**src/rtl/cdb_arbiter_pkg.sv**
```systemverilog
// Shared definitions for the common data bus (CDB) arbiter and its snoopers.
// Contents: producer count and tag/data widths, the producer index enum,
// and the broadcast bundle seen by the reservation stations, ROB and
// rename ready-table.
package cdb_arbiter_pkg;

  localparam int CDB_NUM_REQ = 4;
  localparam int CDB_TAG_W   = 6;
  localparam int CDB_DATA_W  = 32;

  typedef enum logic [1:0] {
    CDB_ALU    = 2'd0,
    CDB_LOAD   = 2'd1,
    CDB_BRANCH = 2'd2,
    CDB_MULT   = 2'd3
  } cdb_src_e;

  typedef struct packed {
    logic                  valid;
    logic [CDB_TAG_W-1:0]  tag;
    logic [CDB_DATA_W-1:0] data;
  } cdb_bus_t;

endpackage

```
**src/rtl/cdb_arbiter_rr_select.sv**
```systemverilog
// Round-robin one-hot picker.
// Ports:
//   req   - request vector
//   ptr   - index where the search starts (ascending, wraps N-1 -> 0)
//   grant - one-hot grant to the first requester found from ptr
//   idx   - binary index of the granted requester (0 when none)
//   any   - at least one request present
module rr_select #(
  parameter  int N  = 4,
  localparam int IW = (N > 1) ? $clog2(N) : 1
) (
  input  logic [N-1:0]  req,
  input  logic [IW-1:0] ptr,
  output logic [N-1:0]  grant,
  output logic [IW-1:0] idx,
  output logic          any
);

  logic [IW-1:0] cand;

  always_comb begin
    grant = '0;
    idx   = '0;
    any   = 1'b0;
    cand  = '0;
    for (int off = 0; off < N; off++) begin
      cand = IW'((int'(ptr) + off) % N);
      if (!any && req[cand]) begin
        any         = 1'b1;
        grant[cand] = 1'b1;
        idx         = cand;
      end
    end
  end

endmodule

```
**src/rtl/cdb_arbiter.sv**
```systemverilog
// CDB arbiter: one holding slot per result producer, round-robin selection
// of one full slot per cycle, registered broadcast onto the common data bus.
// Ports:
//   clk, rst_n            - core clock, async active-low reset
//   flush                 - discard all held results, block accepts/grants
//   req_valid/tag/data    - producer results (flattened per producer)
//   req_ready             - slot i can take a result this cycle
//   cdb_valid/tag/data    - registered broadcast
//   cdb_src               - producer index of the broadcast
//   perf_grant_cnt/perf_stall_cnt - saturating 32-bit per-producer counters,
//                           present only when CDB_ARB_PERF_EN is defined
module cdb_arbiter
  import cdb_arbiter_pkg::*;
#(
  parameter  int NUM_REQ = CDB_NUM_REQ,
  parameter  int TAG_W   = CDB_TAG_W,
  parameter  int DATA_W  = CDB_DATA_W,
  localparam int SRC_W   = (NUM_REQ > 1) ? $clog2(NUM_REQ) : 1
) (
  input  logic                      clk,
  input  logic                      rst_n,
  input  logic                      flush,
  input  logic [NUM_REQ-1:0]        req_valid,
  input  logic [NUM_REQ*TAG_W-1:0]  req_tag,
  input  logic [NUM_REQ*DATA_W-1:0] req_data,
  output logic [NUM_REQ-1:0]        req_ready,
  output logic                      cdb_valid,
  output logic [TAG_W-1:0]          cdb_tag,
  output logic [DATA_W-1:0]         cdb_data,
  output logic [SRC_W-1:0]          cdb_src
`ifdef CDB_ARB_PERF_EN
  ,
  output logic [NUM_REQ*32-1:0]     perf_grant_cnt,
  output logic [NUM_REQ*32-1:0]     perf_stall_cnt
`endif
);

  logic [NUM_REQ-1:0]             full_q, full_d;
  logic [NUM_REQ-1:0][TAG_W-1:0]  tag_q, tag_d;
  logic [NUM_REQ-1:0][DATA_W-1:0] data_q, data_d;
  logic [SRC_W-1:0]               rr_ptr_q, rr_ptr_d;
  logic                           cdb_valid_q, cdb_valid_d;
  logic [TAG_W-1:0]               cdb_tag_q, cdb_tag_d;
  logic [DATA_W-1:0]              cdb_data_q, cdb_data_d;
  logic [SRC_W-1:0]               cdb_src_q, cdb_src_d;

  logic [NUM_REQ-1:0] elig;
  logic [NUM_REQ-1:0] gnt;
  logic [SRC_W-1:0]   gnt_idx;
  logic               gnt_any;
  logic [NUM_REQ-1:0] accept;

  // Flush masks every slot so nothing is granted in the flush cycle.
  assign elig = full_q & ~{NUM_REQ{flush}};

  rr_select #(.N(NUM_REQ)) u_rr_select (
    .req   (elig),
    .ptr   (rr_ptr_q),
    .grant (gnt),
    .idx   (gnt_idx),
    .any   (gnt_any)
  );

  // A slot being drained this cycle can take a new result at the same edge.
  assign req_ready = flush ? '0 : (~full_q | gnt);
  assign accept    = req_valid & req_ready;

  always_comb begin
    full_d = full_q;
    tag_d  = tag_q;
    data_d = data_q;
    for (int i = 0; i < NUM_REQ; i++) begin
      if (flush) begin
        full_d[i] = 1'b0;
      end else if (accept[i]) begin
        full_d[i] = 1'b1;
        tag_d[i]  = req_tag[i*TAG_W +: TAG_W];
        data_d[i] = req_data[i*DATA_W +: DATA_W];
      end else if (gnt[i]) begin
        full_d[i] = 1'b0;
      end
    end
  end

  always_comb begin
    rr_ptr_d    = rr_ptr_q;
    cdb_valid_d = gnt_any;
    cdb_tag_d   = cdb_tag_q;
    cdb_data_d  = cdb_data_q;
    cdb_src_d   = cdb_src_q;
    if (gnt_any) begin
      rr_ptr_d   = (gnt_idx == SRC_W'(NUM_REQ - 1)) ? '0 : gnt_idx + SRC_W'(1);
      cdb_tag_d  = tag_q[gnt_idx];
      cdb_data_d = data_q[gnt_idx];
      cdb_src_d  = gnt_idx;
    end
  end

  always_ff @(posedge clk or negedge rst_n) begin
    if (!rst_n) begin
      full_q      <= '0;
      tag_q       <= '0;
      data_q      <= '0;
      rr_ptr_q    <= '0;
      cdb_valid_q <= 1'b0;
      cdb_tag_q   <= '0;
      cdb_data_q  <= '0;
      cdb_src_q   <= '0;
    end else begin
      full_q      <= full_d;
      tag_q       <= tag_d;
      data_q      <= data_d;
      rr_ptr_q    <= rr_ptr_d;
      cdb_valid_q <= cdb_valid_d;
      cdb_tag_q   <= cdb_tag_d;
      cdb_data_q  <= cdb_data_d;
      cdb_src_q   <= cdb_src_d;
    end
  end

  assign cdb_valid = cdb_valid_q;
  assign cdb_tag   = cdb_tag_q;
  assign cdb_data  = cdb_data_q;
  assign cdb_src   = cdb_src_q;

`ifdef CDB_ARB_PERF_EN
  logic [NUM_REQ-1:0][31:0] grant_cnt_q, grant_cnt_d;
  logic [NUM_REQ-1:0][31:0] stall_cnt_q, stall_cnt_d;

  // Counters survive flush; only reset clears them.
  always_comb begin
    grant_cnt_d = grant_cnt_q;
    stall_cnt_d = stall_cnt_q;
    for (int i = 0; i < NUM_REQ; i++) begin
      if (gnt[i] && (grant_cnt_q[i] != 32'hFFFF_FFFF))
        grant_cnt_d[i] = grant_cnt_q[i] + 32'd1;
      if (req_valid[i] && !req_ready[i] && (stall_cnt_q[i] != 32'hFFFF_FFFF))
        stall_cnt_d[i] = stall_cnt_q[i] + 32'd1;
    end
  end

  always_ff @(posedge clk or negedge rst_n) begin
    if (!rst_n) begin
      grant_cnt_q <= '0;
      stall_cnt_q <= '0;
    end else begin
      grant_cnt_q <= grant_cnt_d;
      stall_cnt_q <= stall_cnt_d;
    end
  end

  assign perf_grant_cnt = grant_cnt_q;
  assign perf_stall_cnt = stall_cnt_q;
`endif

endmodule

```
**config.mk**
```make
export PLATFORM = sky130hd
export DESIGN_NAME = cdb_arbiter
export DESIGN_NICKNAME = d
export VERILOG_FILES = /design/src/rtl/cdb_arbiter_pkg.sv /design/src/rtl/cdb_arbiter_rr_select.sv /design/src/rtl/cdb_arbiter.sv
export SDC_FILE = /design/constraint.sdc
export NUM_CORES = 1
export LEC_CHECK = 0
export BUFFER_PORTS_ARGS = -buffer_cell sky130_fd_sc_hd__buf_2
export CORE_MARGIN = 1.5
export CORE_UTILIZATION = 50
export CTS_BUF_LIST = sky130_fd_sc_hd__clkbuf_4 sky130_fd_sc_hd__clkbuf_8
export CTS_CLUSTER_DIAMETER = 100
export DETAILED_ROUTE_END_ITERATION = 10
export HOLD_SLACK_MARGIN = 0.05
export PLACE_DENSITY = 0.74
export SLEW_MARGIN = 15
export SYNTH_ARGS = -nofsm -noshare
export SYNTH_HDL_FRONTEND = slang
export SYNTH_SLANG_ARGS = --single-unit
export TNS_END_PERCENT = 100
```
**constraint.sdc**
```tcl
create_clock -name clk -period 3.7 [get_ports clk]
set_input_delay 0 -clock clk [delete_from_list [all_inputs] [get_ports clk]]
set_output_delay 0 -clock clk [all_outputs]
set_load 0.005 [all_outputs]
```
## After elaboration in Yosys (flattened, before gate mapping)

Cells that the tools add are included.

- RAM bits: 0
- Bits in registers: 199
- Memories kept: 0
- Output and inout port bits: 45
- ROM bits: 0
- Latch bits: 0

- $add $sub $neg: 4
- Shifts and indexed selects: 0
- Magnitude comparators: 9
- Bitwise gates (word level): 9
- Equality and inequality tests: 1
- Reduce and logical (&&, ||, !) cells: 18
- $mul: 0
- Muxes and demuxes: 46
- Div/mod/pow operators: 0

Operators by type and width:

| kind | number |
|---|---|
| binary-select mux 32 bit (select 2 bit) | 1 |
| 2-to-1 mux 32 bit | 1 |
| 2-to-1 mux 1 bit | 24 |
| 2-to-1 mux 4 bit | 5 |
| OR 4 bit | 4 |
| < comparator 2 x 3 -> 1 bit (second input constant) | 5 |
| binary-select mux 6 bit (select 2 bit) | 1 |
| nonzero test 3 bit | 4 |
| 2-to-1 mux 2 bit | 5 |
| AND 4 bit | 2 |
| binary-select mux 1 bit (select 2 bit) | 4 |
| demux 1 bit (select 2 bit) | 4 |
| >= comparator 2 x 1 -> 1 bit (second input constant) | 4 |
| NOT 4 bit | 2 |
| AND reduction 2 bit | 4 |
| logical AND 1 bit | 7 |
| 2-to-1 mux 6 bit | 1 |
| adder 2 x 1 -> 2 bit (second input constant) | 2 |
| adder 2 bit (second input constant) | 2 |
| zero test 1 bit | 3 |
| equality test 2 bit (second input constant) | 1 |
| NOT 1 bit | 1 |

## Longest topological paths before layout

Gate-level depths: netlist (run 1).

- Depth in word-level cells: 19
- Depth in mapped cells: 13

## By module

From an unflattened synthesis (run 1), not the netlist that was laid out.

- Cell total of the unflattened synthesis: 619
- Area, all modules: 9313.9 sq um

Modules (own cells, without submodules):

| module | cells an instance | sequential area each (sq um) | times used | area an instance (sq um) |
|---|---|---|---|---|
| cdb_arbiter | 574 | 4979.8 | 1 | 8892.3 |
| rr_select | 45 | 0.0 | 1 | 421.7 |

## Worst setup path after synthesis (run 1)

No wires, ideal clock.

- Path kind: flip-flop to flip-flop
- Start point: register rr_ptr_q[0]
- End point: register data_q[18] (netlist bit)
- Period minus slack after synthesis: 2.906 ns
- Required time: 3.575 ns
- Cell stages (with the launch flop): 12
- Setup time: 0.125 ns
- Path slack: 0.794 ns
- Data arrival time: 2.781 ns
- Cells stage by stage: dfrtp_1 buf_6 inv_1 ha_1 or2_2 o22ai_1 nand2_1 o2111ai_1 and3_1 buf_6 buf_12 mux2_4

- Word-level cells in the longest chain between the ends: 16
- Elaborated cells on any way between the ends: 51

Ends and longest elaborated chain:

| item | RTL line | RTL |
|---|---|---|
| start, declared | cdb_arbiter.sv:41 | `logic [SRC_W-1:0] rr_ptr_q, rr_ptr_d;` |
| start signal, assigned | cdb_arbiter.sv:113 | `rr_ptr_q <= rr_ptr_d;` |
| parallel branches: the longest is 11 deep, another holds < comparator 2 x 3 -> 1 bit | - |  |
| 2-to-1 mux 4 bit * | cdb_arbiter_rr_select.sv:28 | `if (!any && req[cand]) begin` |
| OR 4 bit * | cdb_arbiter.sv:65 | `assign req_ready = flush ? '0 : (~full_q \| gnt);` |
| 2-to-1 mux 4 bit * | cdb_arbiter.sv:65 |  |
| AND 4 bit * | cdb_arbiter.sv:66 | `assign accept = req_valid & req_ready;` |
| AND reduction 2 bit (no source line) * | - |  |
| end signal, assigned | cdb_arbiter.sv:112 | `data_q <= data_d;` |
| end, declared | cdb_arbiter.sv:40 | `logic [NUM_REQ-1:0][DATA_W-1:0] data_q, data_d;` |

Mark *: on every way between the ends. The select of a mux whose other input is x is not followed.
A chain may end at the register's enable or synchronous reset.

## Final worst setup path (run 1)

- Start point: register rr_ptr_q[1]
- End point: register data_q[12] (netlist bit)

Same word-level chain as after synthesis.

==> summary.txt, run 1 <==
Outcome
  • Status: complete, no violations

Die
  • IO Pins: 204
  • Core ar.: 0.01864 sq mm
  • Row cnt: 50
  • Die X: roughly 140 microns
  • Die area: 0.01975 sq mm
  • Die height: roughly 140 microns
  • Initial cell density of the core: 0.5073

STA
  • Slew Viols, Final: 0
  • # setup viols final: 0
  • RSZ-0062 raised after global routing: false
  • Skew final: around 14 ps
  • Slew headroom: 0.2332
  • Fmax: ~0.29 GHz
  • Total negative slack: 0 ps
  • Final Cycle Share: 0.9287
  • Fin crit period: roughly 3400 ps
  • Final hold violation count: 0
  • Hold WS: around 220 ps
  • Least-Margin Pin Slew: 1150 ps

Yosys
  • Mapped Avg Cell Area: between 10 and 15 sq um
  • Count of cell types in the netlist: 48
  • Yosys reg bits: slightly below 200
  • Ys Warns: 0
  • Primary FF master, synth: dfrtp_1
  • Syn Inst Count: ~650
  • Asr flop ratio synth: 1.000
  • Post-synth EDFFs: 0
  • Synthesized area: 0.009458 sq mm
  • Synthesized net count: between 800 and 900
  • Post-synthesis sequential area ratio: 0.5265

Layout
  • Final instance area: roughly 0.013 sq mm
  • Area grow syn2layout: 34.22%
  • Share of layout cells above drive strength 1: 0.4241
  • Fill cells: roughly 1300
  • Multi-input logic area: 0.004068 sq mm
  • Final nets: 1177
  • Sequential cell area: between 0.004 and 0.005 sq mm

Route
  • DR vias: between 6000 and 7000
  • Via-to-Cell Ratio: roughly 5.5
  • Wire per inst: about 21 microns
  • Iteration-0 DRC Markers: between 300 and 400
  • DR pass1 iterations: 4
  • Routed WL: 26140 microns
  • # DRC: 0
  • Antenna Nets Post-Route: 0

Power
  • Clock group share of total power: 0.197
  • Leak: ~0.0061 uW
  • PwrDens: around 630 mW/mm^2
  • Net Sw Frac: 0.3326
  • Combinational share of power: 0.374
  • Flop pwr share: 0.429
  • Int Power: about 5300 uW
  • Post-layout total power: between 7000 and 8000 uW
  • Worst IR Drop VDD: about 0.34 mV
  • Switch Pwr: between 2000 and 3000 uW

Global routing
  • First-pass GRT wire length: slightly above 40000 microns
  • Vias in the first global route: around 7700
  • Pin count of the biggest net entering global routing: between 100 and 150
  • Total track usage: 0.2704
  • Initial antenna violation count: 0
  • Remaining global-route overflow: 0

Worst setup path
  • RR Endpoint: data_q[12]
  • Worst Path Class, Setup: flop to flop
  • Worst setup EP type: flop
  • FF-to-FF setup slack: ~260 ps
  • Largest stage delay on the critical path: between 500 and 600 ps
  • Crit path from: rr_ptr_q[1]
  • Critical path peak fanout: 18
  • CP max-delay cell: dfrtp_1
  • Worst Setup EP: data_q[12]
  • Worst path required time: roughly 4000 ps
  • Critical path's top delay family: simple AND/OR/NAND/NOR gates
  • Crit path DAT: about 3800 ps
  • Worst Setup Start Kind: flop
  • Worst Path Buf+Inv: 2
  • Number of cells on the critical path: 9
  • Reg2Reg Depth: 9
  • Crit-path cells: inv_1, ha_1, or2_2, o22ai_1, nand2_1, o2111ai_1, and3_2, buf_12, mux2_2
  • R2r startpoint: rr_ptr_q[1]

CTS
  • Reg clk slew, reported paths: about 90 ps
  • Root Buffer: clkbuf_8
  • CTS tree: done
  • # H-tree levels: 4
  • CTS max path bufs: 2
  • TritonCTS Buffers: 17
  • # clock sinks: around 200
  • Clk Latency, worst-skew pair: around 460 ps
  • Post-CTS sizing: 0
  • Setup Buffers After CTS: 0

Placed design
  • Post-DP HPWL: 15450 microns
  • Placed Area: between 0.01 and 0.015 sq mm
  • Routability cong.: 0.8896
  • I/O Buffers: between 200 and 250

Flow run
  • Max-cap viol count: 0

Worst hold path
  • Hold crit path type: input port to asynchronous set/reset pin
-- cell usage after synthesis (all sizes together) (4+ instances only) --
cell type,number,share of area
dfrtp,199,0.53
mux2,154,0.22
mux2i,78,0.087
nand2,38,0.015
o221ai,28,0.026
buf,27,0.038
nor2,14,0.0056
inv,13,0.0052
clkbuf,12,0.0052
a221oi,9,0.0097
ha,9,0.012
o2111ai,8,0.0087
o21ai,6,0.0036
or2,6,0.0040
a21boi,4,0.0032
a21oi,4,0.0021
and2,4,0.0026
and3,4,0.0032
o22ai,4,0.0026
-- flip-flops by register name, summed over array words and instances (netlist names) --
signal	cells
cdb_data	32
data_q	128
rr_ptr_q	2
cdb_valid	1
tag_q	24
cdb_tag	6
full_q	4
cdb_src	2
-- power groups by stage --
stage / clock [uW] / combinational [uW] / sequential (uW)
finish: 1570 / 2980 / 3410
global route: 1680 / 3200 / 3490
CTS: 1590 / 2950 / 3370
detailed placement: 0 / 2800 / 3410
global placement: 0 / 2730 / 3390
floorplan: 0 / 1980 / 3320
-- worst reg2reg max path, stage by stage (launching register included) --
cell and delay, ps:
dfrtp_1 570, inv_1 230, ha_1 400, or2_2 340, o22ai_1 270, nand2_1 190
o2111ai_1 310, and3_2 440, buf_12 210, mux2_2 370
-- per-stage QoR --
stage,setup slack (ps),utilization,instances
after floorplan,793.9,-,646
after CTS,273.9,0.6808,1255
after global routing,34.32,0.6808,1255
after global placement,406.0,0.5703,1063
final,263.8,0.6809,1256
after detailed placement,302.7,0.5703,1063
-- layer usage --
| layer | wire [microns] | up-vias | track usage |
|---|---|---|---|
| met4 | 922 | 0 | 0.1173 |
| met3 | 1437 | 64 | 0.05744 |
| met5 | 0 | - | 0 |
| met2 | 13220 | 274 | 0.4737 |
| li1 | - | 3095 | - |
| met1 | 10550 | 3514 | 0.3223 |
-- cells in the final DEF, fill, tap and decap left out, drive strengths merged, types with 2 or more instances in the layout --
cell and count:
nand2b 3, and2 4, nor4b 2, nor4 3, bufinv 4, a221oi 9
o21ai 6, o2111ai 8, clkbuf 22, dfrtp 199, mux2 154, ha 9
and3 4, nand2 38, o31ai 2, clkinv 3, o221ai 28, o211ai 3
a211oi 3, nand3 2, inv 15, or2 6, a21boi 4, a21oi 4
mux2i 78, dlygate4sd3 161, o22ai 4, buf 221, nor2 14
-- layout make-up --
class                           count  area share
Antenna cell                        1   0.0001971
Clock buffer                       21     0.02227
Clock inverter                     10     0.01311
Inverter                           13    0.003844
Multi-Input combinational cell    395      0.3204
Sequential cell                   199      0.3923
Tap cell                          234     0.02306
Timing Repair Buffer              383      0.2248
-- cells by family after synthesis --
| group | synth area share |
|---|---|
| multiplexers | 0.3024 |
| flip-flops | 0.5265 |
| AO/OA/AOI/OAI | 0.06826 |
| AND/OR/NAND/NOR | 0.04300 |
| buffers and inverters | 0.04789 |
| adder cells (fa/ha/maj) | 0.01191 |
-- how the worst min path moves through the flow --
stage / from / end / slack, ps
floorplan: rst_n / cdb_data[0] / -300
global placement: rst_n / data_q[86] / 200
detailed placement: rst_n / data_q[86] / 200
CTS: rst_n / data_q[90] / 250
global route: req_data[51] / data_q[51] / 280
finish: rst_n / data_q[86] / 220
-- repair_timing --
item	4_1_cts	5_1_grt
hold buffers	161	0
hold endpoints to repair	268	0
setup endpoints to repair	0	0
No activity file was read; power rests on OpenSTA's default activity.
==> inputs of run 2 (changes only) <==
--- a/config.mk
+++ b/config.mk
@@ -13,6 +13,7 @@
 export DETAILED_ROUTE_END_ITERATION = 10
 export HOLD_SLACK_MARGIN = 0.05
 export PLACE_DENSITY = 0.74
+export RECOVER_POWER = 25
 export SLEW_MARGIN = 15
 export SYNTH_ARGS = -nofsm -noshare
 export SYNTH_HDL_FRONTEND = slang
==> run 2 against run 1 <==
  * The flow now finishes with violations (max-capacitance violations, max-slew violations)
  * Largest cell class unchanged
  * Count of clock-buffer cells in the layout did not move
  * Clock power is essentially flat
  * Flip-flop and latch count stayed put
==> summary.txt, run 2 (same netlist as run 1, synthesis figures left out) <==
Outcome
  • Status: complete, but fails checks (was complete, no violations)
  • Failing checks: max-capacitance violations, max-slew violations

Placed design
  • Setup Slack @ Placement: 302.7 ps (unchanged)
  • I/O Buffers: 203 (unchanged)
  • Routability cong.: 0.8896 (unchanged)
  • DP Cell Count: 1063 (unchanged)
  • Post-DP HPWL: 15450 microns (unchanged)
  • Placed Area: 0.01063 sq mm (unchanged)

STA
  • Fin worst setup slack: 263.8 ps (unchanged)
  • Slew headroom: -0.8997 (was 0.2332)
  • Fin crit period: 3436 ps (unchanged)
  • Total negative slack: 0 ps (unchanged)
  • Slew Viols, Final: 116 (was 0)
  • # setup viols final: 0 (unchanged)
  • Fmax: 0.2910 GHz (unchanged)
  • Final hold violation count: 0 (unchanged)
  • RSZ-0062 raised after global routing: false (unchanged)
  • Least-Margin Pin Slew: 2850 ps (was 1150 ps)
  • Skew final: 14.28 ps (about the same)
  • Final Cycle Share: 0.9287 (unchanged)
  • Hold WS: 292.9 ps (was 221.7 ps)

Worst setup path
  • Reg2Reg Depth: 9 (unchanged)
  • Worst Setup Start Kind: flop (unchanged)
  • CP max-delay cell: dfrtp_1 (unchanged)
  • Crit path DAT: 3780 ps (about the same)
  • Largest stage delay on the critical path: 570 ps (about the same)
  • Crit-path cells: inv_1, ha_1, or2_2, o22ai_1, nand2_1, o2111ai_1, and3_2, buf_12, mux2_2 (unchanged)
  • Worst Path Class, Setup: flop to flop (unchanged)
  • Worst path required time: 4040 ps (about the same)
  • Critical path peak fanout: 18 (unchanged)
  • Critical path's top delay family: simple AND/OR/NAND/NOR gates (unchanged)
  • Number of cells on the critical path: 9 (unchanged)
  • RR Endpoint: data_q[12] (unchanged)
  • Worst Path Buf+Inv: 2 (unchanged)
  • Worst setup EP type: flop (unchanged)
  • FF-to-FF setup slack: 260 ps (about the same)
  • R2r startpoint: rr_ptr_q[1] (unchanged)

Die
  • Row cnt: 50 (unchanged)
  • Die height: 140.5 microns (unchanged)
  • Core ar.: 0.01864 sq mm (unchanged)
  • Die X: 140.5 microns (unchanged)
  • Die area: 0.01975 sq mm (unchanged)
  • IO Pins: 204 (unchanged)
  • Initial cell density of the core: 0.5073 (unchanged)

CTS
  • CTS tree: done (unchanged)
  • Clk Latency, worst-skew pair: 460 ps (about the same)
  • # clock sinks: 199 (unchanged)
  • CTS max path bufs: 2 (unchanged)
  • Reg clk slew, reported paths: 100 ps (was 90 ps)
  • Root Buffer: clkbuf_8 (unchanged)
  • # H-tree levels: 4 (unchanged)
  • TritonCTS Buffers: 17 (unchanged)

Layout
  • Max reg flops: 128 (unchanged)
  • Final instance area: 0.01269 sq mm (about the same)
  • Area grow syn2layout: 34.13% (was 34.22%)
  • Most frequent cells in the layout: 202 x buf_2, 199 x dfrtp_1, 161 x dlygate4sd3_1 (unchanged)
  • Commonest non-fill, non-tap cell in the layout: buf_2 (unchanged)
  • Final nets: 1177 (unchanged)
  • Final cell count without fillers: 1256 (unchanged)
  • Share of layout cells above drive strength 1: 0.4241 (unchanged)
  • Reg with most FFs: data_q (unchanged)

Power
  • Int Power: 5310 uW (about the same)
  • Combinational share of power: 0.374 (about the same)
  • PwrDens: 627.2 mW/mm^2 (was 626.8 mW/mm^2)
  • Net Sw Frac: 0.3326 (about the same)
  • Flop pwr share: 0.429 (about the same)
  • Switch Pwr: 2647 uW (about the same)
  • Clock group share of total power: 0.197 (about the same)
  • Worst IR Drop VDD: 0.3379 mV (about the same)
  • Leak: 0.006137 uW (was 0.006140 uW)

Worst hold path
  • Hold_sp: req_tag[9]
  • Hold Crit Depth: 3
  • Worst-case hold path end point: tag_q[9]
  • Hold crit path type: input port to flop (was input port to asynchronous set/reset pin)

Route
  • # DRC: 0 (unchanged)
  • Antenna Nets Post-Route: 0 (unchanged)
  • Routed WL: 26130 microns (was 26140 microns)
  • Wire per inst: 20.81 microns (about the same)
  • Via-to-Cell Ratio: 5.533 (was 5.531)
  • DR vias: 6949 (was 6947)
  • DR pass1 iterations: 4 (unchanged)
  • Iteration-0 DRC Markers: 336 (was 335)

Flow run
  • Max-cap viol count: 1 (was 0)

Global routing
  • M3 GR Usage: 0.05744 (unchanged)
  • Remaining global-route overflow: 0 (unchanged)
  • Met2 Use GR: 0.4737 (unchanged)
  • Busiest grt layer: met2 (unchanged)
  • Vias in the first global route: 7704 (unchanged)
  • Total track usage: 0.2704 (unchanged)
  • Pin count of the biggest net entering global routing: 116 (unchanged)
  • Met1 Use GR: 0.3223 (unchanged)
  • Initial antenna violation count: 0 (unchanged)
  • First-pass GRT wire length: 40900 microns (unchanged)
[run 2: cell count changes in the layout (fill, tap and decap cells not counted)]
cell      previous run  this run
clkbuf_8            21        20
clkbuf_2             0         1
[run 2: power groups by stage]
stage	logic (uW)	registers [uW]	clock network, uW
final	2980	3410	1570
after global routing	3200	3490	1680
after CTS	2950	3370	1590
after detailed placement	2800	3410	0
after global placement	2730	3390	0
after floorplan	1980	3320	0
[run 2: repair_timing]
item                       CTS  global route
setup buffers                0             0
resized for setup            0             0
setup endpoints to repair    0             0
hold endpoints to repair   268             0
hold buffers               161             0
[run 2: worst min-delay path, stage by stage]
cell           delay [ps]
dlygate4sd3_1         510
buf_2                  90
mux2_4                120
[run 2: worst max path at each step]
stage                start    endpoint
6_report       rr_ptr_q[1]  data_q[12]
5_1_grt        rr_ptr_q[1]  data_q[12]
4_1_cts        rr_ptr_q[1]  data_q[12]
3_5_place_dp   rr_ptr_q[1]  data_q[12]
3_3_place_gp   rr_ptr_q[1]  data_q[13]
2_1_floorplan  rr_ptr_q[0]  data_q[18]
[run 2: stage by stage]
| stage | util | power (uW) |
|---|---|---|
| after CTS | 0.6808 | 7909 |
| after global placement | 0.5703 | 6130 |
| final | 0.6805 | 7957 |
| after detailed placement | 0.5703 | 6207 |
| after global routing | 0.6803 | 8379 |
| after floorplan | - | 5302 |
[run 2: cell type report]
class / instances / area (sq um)
antenna: 1 / 2.502
clock buffer: 21 / 282.8
clock inverter: 10 / 166.4
fill: 1272 / 5957
inverter: 13 / 48.80
multi-input combinational: 395 / 4068
sequential: 199 / 4980
tap: 234 / 292.8
timing repair buffer: 383 / 2845
[run 2: metal layers]
| metal | wire (microns) | up-vias |
|---|---|---|
| met4 | 922 | 0 |
| met5 | 0 | - |
| met3 | 1437 | 64 |
| met2 | 13230 | 274 |
| li1 | - | 3095 |
| met1 | 10550 | 3516 |
